## config.mk

```make
export PLATFORM = sky130hd
export DESIGN_NAME = egress_frame_reader
export DESIGN_NICKNAME = d
export VERILOG_FILES = /design/src/rtl/egress_frame_reader.sv
export SDC_FILE = /design/constraint.sdc
export NUM_CORES = 1
export LEC_CHECK = 0
export BUFFER_PORTS_ARGS = -buffer_cell sky130_fd_sc_hd__buf_4
export CELL_PAD_IN_SITES_DETAIL_PLACEMENT = 0
export CELL_PAD_IN_SITES_GLOBAL_PLACEMENT = 1
export CORE_MARGIN = 3
export CORE_UTILIZATION = 42
export CTS_CLUSTER_DIAMETER = 50
export DETAILED_ROUTE_END_ITERATION = 12
export PLACE_DENSITY = 0.76
export SYNTH_ARGS = -nofsm -noshare
export SYNTH_HDL_FRONTEND = slang
export SYNTH_SLANG_ARGS = --single-unit
```

## constraint.sdc

```tcl
create_clock -name clk -period 3.55 [get_ports clk]
set_input_delay 0.355 -clock clk [delete_from_list [all_inputs] [get_ports clk]]
set_output_delay 0.355 -clock clk [all_outputs]
set_load 0.02 [all_outputs]
```

## src/rtl/egress_frame_reader.sv

```systemverilog
// egress_frame_reader: descriptor-driven drain of the frame FIFO onto AXI-stream; EGRESS_FRAME_STATS_EN adds frame counters
module egress_frame_reader #(
    parameter int LEN_WIDTH = 11,
    parameter int W_EL      = 20
) (
    input  logic                 clk,
    input  logic                 reset,
    input  logic                 en,
    input  logic                 sb_empty,
    output logic                 sb_ren,
    input  logic [LEN_WIDTH:0]   sb_rdata,
    input  logic                 frame_empty,
    output logic                 frame_ren,
    input  logic [W_EL-1:0]      frame_rdata,
    output logic [15:0]          egress_tdata,
    output logic                 egress_tvalid,
    output logic                 egress_tlast,
    input  logic                 egress_tready,
`ifdef EGRESS_FRAME_STATS_EN
    output logic [15:0]          frames_sent,
    output logic [15:0]          frames_dropped,
`endif
    output logic                 busy
);
    typedef enum logic [1:0] {IDLE, DESC, STREAM, DROP} state_t;
    state_t state, state_n;
    logic [LEN_WIDTH-1:0] rem, cur_rem, len;
    logic drop, inflight, inflight_last, pop, wr;
    logic h_valid, h_last, t_valid, t_last;
    logic [15:0] h_data, t_data;
    logic [2:0] lvl;
    logic unused_hi;
    assign unused_hi = ^frame_rdata[W_EL-1:16];
    assign len = sb_rdata[LEN_WIDTH-1:0];
    assign drop = sb_rdata[LEN_WIDTH];
    assign pop = h_valid & egress_tready;
    assign wr = inflight & (state == STREAM);
    assign lvl = 3'(h_valid) + 3'(t_valid) + 3'(inflight);
    assign cur_rem = (state == DESC) ? len : rem;
    assign busy = (state != IDLE);
    assign egress_tdata = h_data;
    assign egress_tvalid = h_valid;
    assign egress_tlast = h_last;
    // The first read is issued straight from DESC (skid is empty there) to hit the 3-cycle pop-to-valid latency
    always_comb begin
        state_n = state;
        sb_ren = 1'b0;
        frame_ren = 1'b0;
        case (state)
            IDLE: begin
                sb_ren = en & !sb_empty & !reset;
                state_n = (en & !sb_empty) ? DESC : IDLE;
            end
            DESC: begin
                frame_ren = !frame_empty & (len != '0);
                state_n = (len == '0) ? IDLE : drop ? DROP : STREAM;
            end
            STREAM: begin
                frame_ren = !frame_empty & (rem != '0) & (lvl < 3'd2 + 3'(pop));
                state_n = ((rem == '0) & !inflight & pop & h_last) ? IDLE : STREAM;
            end
            DROP: begin
                frame_ren = !frame_empty & (rem != '0);
                state_n = ((rem == '0) & !inflight) ? IDLE : DROP;
            end
            default: state_n = IDLE;
        endcase
    end
    always_ff @(posedge clk or posedge reset) begin
        if (reset) begin
            state <= IDLE;
            rem <= '0;
            inflight <= 1'b0;
            inflight_last <= 1'b0;
        end else begin
            state <= state_n;
            rem <= cur_rem - LEN_WIDTH'(frame_ren);
            inflight <= frame_ren;
            inflight_last <= frame_ren & (cur_rem == LEN_WIDTH'(1));
        end
    end
    // Two-entry skid: head drives the stream, tail catches the word already in flight when the head stalls
    always_ff @(posedge clk or posedge reset) begin
        if (reset) begin
            h_valid <= 1'b0;
            h_last <= 1'b0;
            h_data <= '0;
            t_valid <= 1'b0;
            t_last <= 1'b0;
            t_data <= '0;
        end else if (pop | !h_valid) begin
            h_valid <= t_valid | wr;
            h_data <= t_valid ? t_data : frame_rdata[15:0];
            h_last <= t_valid ? t_last : inflight_last;
            t_valid <= t_valid & wr;
            t_data <= frame_rdata[15:0];
            t_last <= inflight_last;
        end else if (wr) begin
            t_valid <= 1'b1;
            t_data <= frame_rdata[15:0];
            t_last <= inflight_last;
        end
    end
`ifdef EGRESS_FRAME_STATS_EN
    always_ff @(posedge clk or posedge reset) begin
        if (reset) begin
            frames_sent <= '0;
            frames_dropped <= '0;
        end else begin
            if (pop & h_last & (frames_sent != 16'hFFFF))
                frames_sent <= frames_sent + 16'd1;
            if ((((state == DROP) & (state_n == IDLE)) | ((state == DESC) & (len == '0))) & (frames_dropped != 16'hFFFF))
                frames_dropped <= frames_dropped + 16'd1;
        end
    end
`endif
endmodule

```

==> impl_results.md, run 1 <==
* Final min period at roughly 2.7 ns
* 1st-pass router iterations at 4
* Cell Area, Placed at 2950 um2
* CP required at 3.78 ns
* Yosys top cell area share at 0.518
* Setup crit start kind: flip-flop
* Core area at 5610 um2
* Endpoints failing setup at 0
* Total Routing Usage GR at 0.157
* Min-Delay Path Class: primary input to flip-flop
* CP max FO at 4
* VDD IR max at 314 uV
* Drt total wl at 4810 um
* # DRC at 0
* Number of global-route vias before repair at about 1,700
* Global-route wire length before repair at 8090 um
* H-tree depth at 2
* Primary FF master, synth: dfrtp_1
* Clock Path Buffers at 2
* Power Dens Cells at roughly 660 nW/um2
* Top cells by count, synth: dfrtp_1, mux2i_1, nand2_1, o21ai_0
* Post_cts resized at 0
* Post-synthesis cell type with the largest combined area: dfrtp_1
* Number of I/O pins at 59
* Post-Synth XOR/XNOR Area at 0.0355
* Yosys Warn Count at 0
* Status: finished, final reports clean
* Grt total ovfl at 0
* Count of pins over their slew limit at 0
* Final period util at 0.760
* Worst-margin pin slew at 1.07 ns
* Hold_buf cts at 0
* Layout cells sized above 1 at 0.323
* Critical path class: flip-flop to flip-flop
* Compound-gate portion of the synthesized area at 0.0751
* Clock Latency Late Sink at ~0.31 ns
* TritonCTS clock tree: done
* DRT antenna net count at 0
* Clock Sinks at 51
* Via count at 1,721
* Initial core utilization at 0.440
* Synth area leaders: dfrtp_1, mux2i_1, mux2_1
* Simple-gate share of the synthesized area at 0.126
* Dpl cells at 333
* FP Rows at 27
* Post-synth net total at 252
* Setup Skew at 0.00594 ns
* CTS Root Cell: clkbuf_8
* Final Hold Viols at 0
* DRT iter0 DRCs at between 40 and 50
* Initial antenna violation count at 0
* Fin area at 3040 um2
* Mean post-synth cell area at 11.7 um2
* Buffers on Ports at 54
* Cts bufs inserted at 5
* Proportion of synthesized area in mux cells at 0.197
* Fmax at 0.371 GHz
* Post-DR wirelength/cell at 14.1 um
* Ant diodes at 0
* GPL Wtd Cong at slightly below 0.8
* Area Overhead vs Synth at 23.3%
* Die X at just over 80 um
* Dpl hpwl at 3450 um
* Largest family of logic cells by synthesized area: multiplexers
* Post-synth EDFFs at 0
* Flops & latches, synth at 51
* Data arrival, critical path at 2.93 ns
* Worst hold slack at 0.214 ns
* Mapped Cells at 211
* Top-count cell post-synth: dfrtp_1
* Leak pwr at around 1.3 nW
* Worst Setup End Kind: flip-flop
* Register area share after synthesis at 0.518
* Clock transition at path regs at ~0.090 ns
* Largest net degree at the start of global routing at between 50 and 60
* Die Y at 82.6 um
* Non-filler cells, final at 341
* Relative slew slack at 0.288
* Synth Area in Adders at 0.0183
* Unrepaired setup endpoints after global routing: false
* Mapped cell area at 2470 um2
* Full die area at 6830 um2
* Yosys cell types at 39
* Post-CTS setup buffers at 0
* Drt via density at 5.05
* Nets at 309
* Max Cap Viol at 0
* Final TNS setup at 0 ns
* Async set or reset register ratio after synthesis at 1.00
report_power, final:
part	internal (mW)	switching, mW
Clock	0.142	0.201
Combinational	0.364	0.413
Sequential	0.769	0.131
Total	1.27	0.745
worst max-delay path, cell delays in order, from the launching register on:
cell and delay [ns]:
dfrtp_1 0.41, inv_2 0.07, fa_1 0.53, a311o_1 0.16, nand3_1 0.08, a211oi_2 0.34
ha_1 0.30, ha_1 0.21, nand2_1 0.14, nor3_1 0.25, xnor2_1 0.14
layout make-up:
| type | count | area [um2] |
|---|---|---|
| Timing Repair Buffer | 58 | 435 |
| Clock inverter | 2 | 16.3 |
| Multi-Input combinational cell | 143 | 1120 |
| Clock buffer | 6 | 72.6 |
| Tap cell | 72 | 90.1 |
| Sequential cell | 51 | 1280 |
| Inverter | 9 | 33.8 |
| Fill cell | 521 | 2570 |
sequential cells by signal, summed over array words and instances (netlist names):
signal and cells:
inflight_last 1, egress_tlast 1, t_data 16, egress_tdata 16, egress_tvalid 1, rem 11
state 2, t_last 1, t_valid 1, inflight 1
layer usage:
| metal | part of all wire | GRT usage | vias to the layer above |
|---|---|---|---|
| li1 | - | - | 851 |
| met1 | 0.48 | 0.223 | 828 |
| met2 | 0.45 | 0.240 | 36 |
| met3 | 0.053 | 0.0336 | 6 |
| met4 | 0.015 | 0.0490 | 0 |
| met5 | 0 | 0 | - |
metrics by stage:
stage          total power [mW]  worst slack [ns]  utilization
3_5_place_dp               1.70             0.843        0.526
5_1_grt                    2.17             0.612        0.542
2_1_floorplan              1.43             0.526            -
3_3_place_gp               1.69             0.884        0.526
6_report                   2.02             0.852        0.542
4_1_cts                    2.05             0.824        0.542
final timing paths:
| check | start | end | slack (ns) | depth (start not counted) |
|---|---|---|---|---|
| max | egress_tvalid | rem[8] | 0.85 | 10 |
| min | frame_empty | inflight | 0.21 | 2 |
| max reg2reg | egress_tvalid | rem[8] | 0.85 | 10 |
| min reg2reg | egress_tdata[2] | egress_tdata[2] | 0.49 | 2 |
| max in group asynchronous | reset | t_valid | 2.58 | 2 |
| min in group asynchronous | reset | egress_tdata[0] | 0.32 | 2 |
kinds of logic after synthesis:
| kind of cell | count (synthesis) |
|---|---|
| AND/OR/NAND/NOR | 56 |
| multiplexers | 45 |
| adder cells (fa/ha/maj) | 3 |
| buffers and inverters | 17 |
| flip-flops | 51 |
| AO/OA/AOI/OAI | 29 |
| XOR/XNOR | 10 |
layout by cell type, fill, tap and decap left out, drive strengths merged, types with 2 or more instances in the layout:
master / count
buf: 58
dfrtp: 51
mux2i: 27
nand2: 25
mux2: 18
o21ai: 17
inv: 10
xnor2: 8
nor2: 8
clkbuf: 6
nor4: 4
nor3: 4
nand3: 4
a21oi: 3
o31ai: 3
nand3b: 2
or4b: 2
nand4b: 2
xor2: 2
o211ai: 2
ha: 2
nor2b: 2
nor3b: 2
(Power assumes the default switching activity.)
==> run 2, diff against run 1 <==
==> constraint.sdc (replaced) <==
create_clock -name clk -period 2.7 [get_ports clk]
set_input_delay 0.27 -clock clk [delete_from_list [all_inputs] [get_ports clk]]
set_output_delay 0.27 -clock clk [all_outputs]
set_load 0.02 [all_outputs]
==> run 2 against run 1 <==
  * Register-to-register slack worse by 0.69 ns
  * First-iteration DRC count is 24% higher
  * Die area stayed put
  * Clock-buffer cell count stayed put
  * Total power is 42% higher
  * Cell count is 0.59% higher
  * Sequential share of layout area is 1.1 points lower
  * Combinational power is 37% higher
  * Via count is 0.93% higher
  * Highest routed layer unchanged
==> impl_results.md, run 2 (synthesized netlist as in run 1, its figures left out) <==
* Cell Chain, Critical Path: inv_2, fa_1, a311o_1, nand3_1, a211oi_4, ha_2, ha_1, nand2_1, nor3_2, xnor2_1
* Core area at 5610 um2
* H-tree depth at 2
* 1st-pass router iterations at 4
* Full die area at about 6800 um2
* CP required at 2.92 ns
* Power Dens Cells at 914 nW/um2
* Nets at 311
* Status: finished, final reports clean
* Area of the multi-input gates at 1130 um2
* Pre-CTS setup slack at 0.161 ns
* Via count at 1,737
* Non-filler cells, final at around 340
* TritonCTS clock tree: done
* Final min period at 2.54 ns
* Setup crit start kind: flip-flop
* Buffers on Ports at 54
* Hold_buf cts at 0
* # DRC at 0
* Global-route wire length before repair at 7950 um
* Final period util at 0.940
* Finished Core Util at 0.558
* Die Y at 82.6 um
* CP max stage delay at around 0.54 ns
* Top Family by Delay on Critical Path: adder cells
* DRT antenna net count at 0
* FF-to-FF End: rem[8]
* Worst r2r src: egress_tvalid
* Clock Latency Late Sink at 0.30 ns
* Worst-margin pin slew at 0.491 ns
* Final TNS setup at 0 ns
* Worst Setup End Kind: flip-flop
* PnR worst setup slack at 0.162 ns
* Register area at roughly 1300 um2
* Clock Path Buffers at 2
* Drt total wl at 4870 um
* Post-CTS setup buffers at 0
* Total Routing Usage GR at 0.154
* Post-DR wirelength/cell at 14.2 um
* Min-Delay Path Class: primary input to async pin
* Reg2reg path depth at 10
* Number of global-route vias before repair at 1,684
* Fillers at 547
* CTS Root Cell: clkbuf_8
* Clock transition at path regs at 0.09 ns
* Dpl hpwl at ~3600 um
* Number of I/O pins at 59
* Area Overhead vs Synth at 26.8%
* Fin area at around 3100 um2
* Relative slew slack at 0.672
* CP Launch Point: egress_tvalid
* Final Hold Viols at 0
* FP Rows at 27
* CP Depth at 10
* Commonest non-fill, non-tap cells in the layout: buf_4, dfrtp_1, mux2i_1, nand2_1, o21ai_0
* Die X at 82.6 um
* CP max FO at 4
* Critical path buffers and inverters at 1
* Flop2flop setup slack at 0.16 ns
* Largest net degree at the start of global routing at 37
* Unrepaired setup endpoints after global routing: false
* Fmax at a little under 0.4 GHz
* Data arrival, critical path at 2.76 ns
* Initial core utilization at 0.440
* GPL Wtd Cong at 0.780
* Initial antenna violation count at 0
* Ant diodes at 0
* Commonest non-fill, non-tap cell in the layout: buf_4
* Setup Skew at 0.00736 ns
* Drt via density at slightly above 5
* Worst setup endpoint: rem[8]
* Leak pwr at 1.31 nW
* Max Cap Viol at 0
* Layout cells sized above 1 at 0.339
* DRT iter0 DRCs at 61
* Grt total ovfl at 0
* Clock Sinks at 51
* Cts bufs inserted at 5
* VDD IR max at 409 uV
* Endpoints failing setup at 0
* Dpl cells at 335
* Critical path class: flip-flop to flip-flop
* Slowest CP cell: fa_1
* Count of pins over their slew limit at 0
* Cell Area, Placed at 2990 um2
[run 2: metrics by stage]
step                      power (mW)  hold slack [ns]
after floorplan                 1.90            0.363
after global placement          2.25            0.347
after detailed placement        2.28            0.342
after CTS                       2.90          0.00936
after global routing            3.05           0.0232
final                           2.86          0.00236
[run 2: worst min-delay path by stage]
stage | start | to | slack [ns] | cells past startpoint
after detailed placement | reset | state[1] | 0.34 | 2
after global routing | reset | rem[3] | 0.02 | 2
after floorplan | frame_empty | inflight | 0.36 | 1
after global placement | reset | state[0] | 0.35 | 2
final | reset | state[1] | 0.002 | 2
after CTS | reset | rem[3] | 0.009 | 2
[run 2: area by class of cell]
cell class / instances / share of cell area
Clock buffer: 6 / 0.0232
Clock inverter: 2 / 0.0192
Inverter: 9 / 0.0108
Multi-Input combinational cell: 143 / 0.362
Sequential cell: 51 / 0.408
Tap cell: 72 / 0.0288
Timing Repair Buffer: 60 / 0.148
[run 2: metal layers]
metal  vias to the layer above  track usage  routed length (um)
li1                        854            -                   -
met1                       850        0.204                2140
met2                        29        0.259                2500
met3                         4       0.0325                 194
met4                         0       0.0392                  41
met5                         -            0                   0
[run 2: timing repair]
item	in CTS	in global routing
setup endpoints to repair	0	1
hold endpoints to repair	0	0
resized for setup	0	1
[run 2: where the power goes]
part	total, mW	internal (mW)	switching [mW]
sequential	1.19	1.01	0.176
combinational	1.06	0.496	0.560
clock	0.615	0.370	0.244
total	2.86	1.88	0.981
==> run 3, diff against run 2 <==
--- a/config.mk
+++ b/config.mk
@@ -10,6 +10,7 @@
 export CELL_PAD_IN_SITES_GLOBAL_PLACEMENT = 1
 export CORE_MARGIN = 3
 export CORE_UTILIZATION = 42
+export CTS_BUF_LIST = sky130_fd_sc_hd__clkbuf_8 sky130_fd_sc_hd__clkbuf_16
 export CTS_CLUSTER_DIAMETER = 50
 export DETAILED_ROUTE_END_ITERATION = 12
 export PLACE_DENSITY = 0.76
==> run 3 against run 2 <==
  * Die area is the same
  * Flip-flop and latch count unchanged
  * Sequential share of layout area stayed put
  * Clock-buffer cell count fell by 1
  * Utilization did not move
  * Worst setup slack is the same
  * Via count stayed put
  * Global-route usage stayed put
  * Clock power fell by 0.7%
  * Non-clock buffer count unchanged
  * Critical path type unchanged
  * Critical endpoint unchanged
  * Largest power group unchanged
==> impl_results.md, run 3 (synthesized netlist as in run 1, its figures left out) <==
* Status: finished, final reports clean
* Largest net degree at the start of global routing at 37
* Cell Chain, Critical Path: inv_2, fa_1, a311o_1, nand3_1, a211oi_4, ha_2, ha_1, nand2_1, nor3_2, xnor2_1
* Pint at 1.87 mW
* Global-route wire length before repair at 7950 um
* Initial antenna violation count at 0
* Top Family by Delay on Critical Path: adder cells
* GPL Wtd Cong at 0.780
* Finished Core Util at 0.558
* Clk network pwr share at 0.214
* Grt total ovfl at 0
* Ant diodes at 0
* CTS Root Cell: clkbuf_8
* Final period util at 0.940
* TritonCTS clock tree: done
* Drt total wl at between 4000 and 5000 um
* Worst Setup End Kind: flip-flop
* VDD IR max at 409 uV
* CP required at approximately 2.9 ns
* Die Y at 82.6 um
* CP max FO at 4
* H-tree depth at 2
* Cts bufs inserted at 5
* Initial core utilization at 0.440
* Post-DR wirelength/cell at 14.2 um
* Area Overhead vs Synth at 26.8%
* FP Rows at 27
* Full die area at 6830 um2
* Final TNS setup at 0 ns
* DRT iter0 DRCs at 61
* Sequential power share at 0.416
* Min-Delay Path Class: primary input to async pin
* Dpl hpwl at around 3600 um
* Endpoints failing setup at 0
* Critical path buffers and inverters at 1
* Setup Skew at 0.00736 ns
* Final Hold Viols at 0
* Clock Path Buffers at 2
* Clock transition at path regs at 0.09 ns
* Hold_buf cts at 0
* Die X at 82.6 um
* CP max stage delay at approximately 0.54 ns
* Critical path class: flip-flop to flip-flop
* Via count at 1,737
* Number of global-route vias before repair at around 1,700
* Clock Sinks at 51
* Final min period at 2.54 ns
* Buffers on Ports at 54
* Slowest CP cell: fa_1
* Setup crit start kind: flip-flop
* Fillers at 547
* Commonest non-fill, non-tap cell in the layout: buf_4
* Leak pwr at 1.31 nW
* Register area at 1280 um2
* DRT antenna net count at 0
* Clock Latency Late Sink at 0.30 ns
* Count of pins over their slew limit at 0
* Psw at 981 uW
* Power Dens Cells at about 910 nW/um2
* 1st-pass router iterations at 4
* Max Cap Viol at 0
* Comb pwr share at 0.370
* Fmax at 0.394 GHz
* Data arrival, critical path at 2.76 ns
* Number of I/O pins at 59
* Sw frac at 0.344
* Relative slew slack at 0.672
* Worst-margin pin slew at 0.491 ns
* Drt via density at about 5.1
* Unrepaired setup endpoints after global routing: false
* # DRC at 0
* Area of the multi-input gates at between 1000 and 1500 um2
* Total Routing Usage GR at 0.154
* Layout cells sized above 1 at 0.339
* Core area at 5610 um2
* Nets at 311
* Commonest non-fill, non-tap cells in the layout: buf_4, dfrtp_1, mux2i_1, nand2_1, o21ai_0
==> run 3: changes by cell type in the layout (fill, tap and decap cells not counted), sizes merged <==
cell / before / now
clkbuf: 6 / 5
inv: 9 / 10
==> run 3: worst paths after layout <==
path,start,end,slack (ns),cells after the start
max,egress_tvalid,rem[8],0.16,10
min,reset,state[1],0.002,2
max reg2reg,egress_tvalid,rem[8],0.16,10
min reg2reg,egress_tdata[0],egress_tdata[0],0.49,2
max in group asynchronous,reset,egress_tvalid,2.17,3
min in group clk,frame_rdata[5],t_data[5],0.19,2
==> run 3: power by group through the flow <==
stage / clock (mW) / sequential [mW] / combinational, mW
global placement: 0 / 1.20 / 1.05
global route: 0.661 / 1.23 / 1.16
detailed placement: 0 / 1.20 / 1.07
floorplan: 0 / 1.28 / 0.617
finish: 0.611 / 1.19 / 1.06
CTS: 0.633 / 1.19 / 1.07
==> run 3: worst register-to-register path, stage by stage, from the launching register on <==
cell      delay (ns)
dfrtp_2         0.40
inv_2           0.06
fa_1            0.54
a311o_1         0.16
nand3_1         0.11
a211oi_4        0.26
ha_2            0.27
ha_1            0.19
nand2_1         0.13
nor3_2          0.21
xnor2_1         0.14
==> run 3: timing repair <==
| item | in CTS | in global routing |
|---|---|---|
| endpoints found under the setup margin | 0 | 1 |
| resized for setup | 0 | 1 |
| setup buffers | 0 | 0 |
| endpoints found under the hold margin | 0 | 0 |
==> run 3: area by class of cell <==
| class | count | area share |
|---|---|---|
| Sequential cell | 51 | 0.408 |
| Timing Repair Buffer | 60 | 0.148 |
| Clock buffer | 5 | 0.0220 |
| Inverter | 9 | 0.0108 |
| Tap cell | 72 | 0.0288 |
| Clock inverter | 3 | 0.0204 |
| Multi-Input combinational cell | 143 | 0.362 |
==> run 3: routing by layer <==
layer / vias to the layer above / GRT usage / share of wire
met5: - / 0 / 0
met4: 0 / 0.0392 / 0.0084
met3: 4 / 0.0325 / 0.040
met2: 29 / 0.259 / 0.51
met1: 850 / 0.204 / 0.44
li1: 854 / - / -
==> run 3: per-stage QoR <==
step	total power, mW	setup slack, ns	instance area (um2)	hold slack [ns]	cells
floorplan	1.90	0.0280	2480	0.363	211
global route	3.05	0.0144	3130	0.0232	343
finish	2.86	0.162	3130	0.00236	343
global placement	2.25	0.207	2990	0.347	335
detailed placement	2.28	0.161	2990	0.342	335
CTS	2.90	0.152	3120	0.00936	343
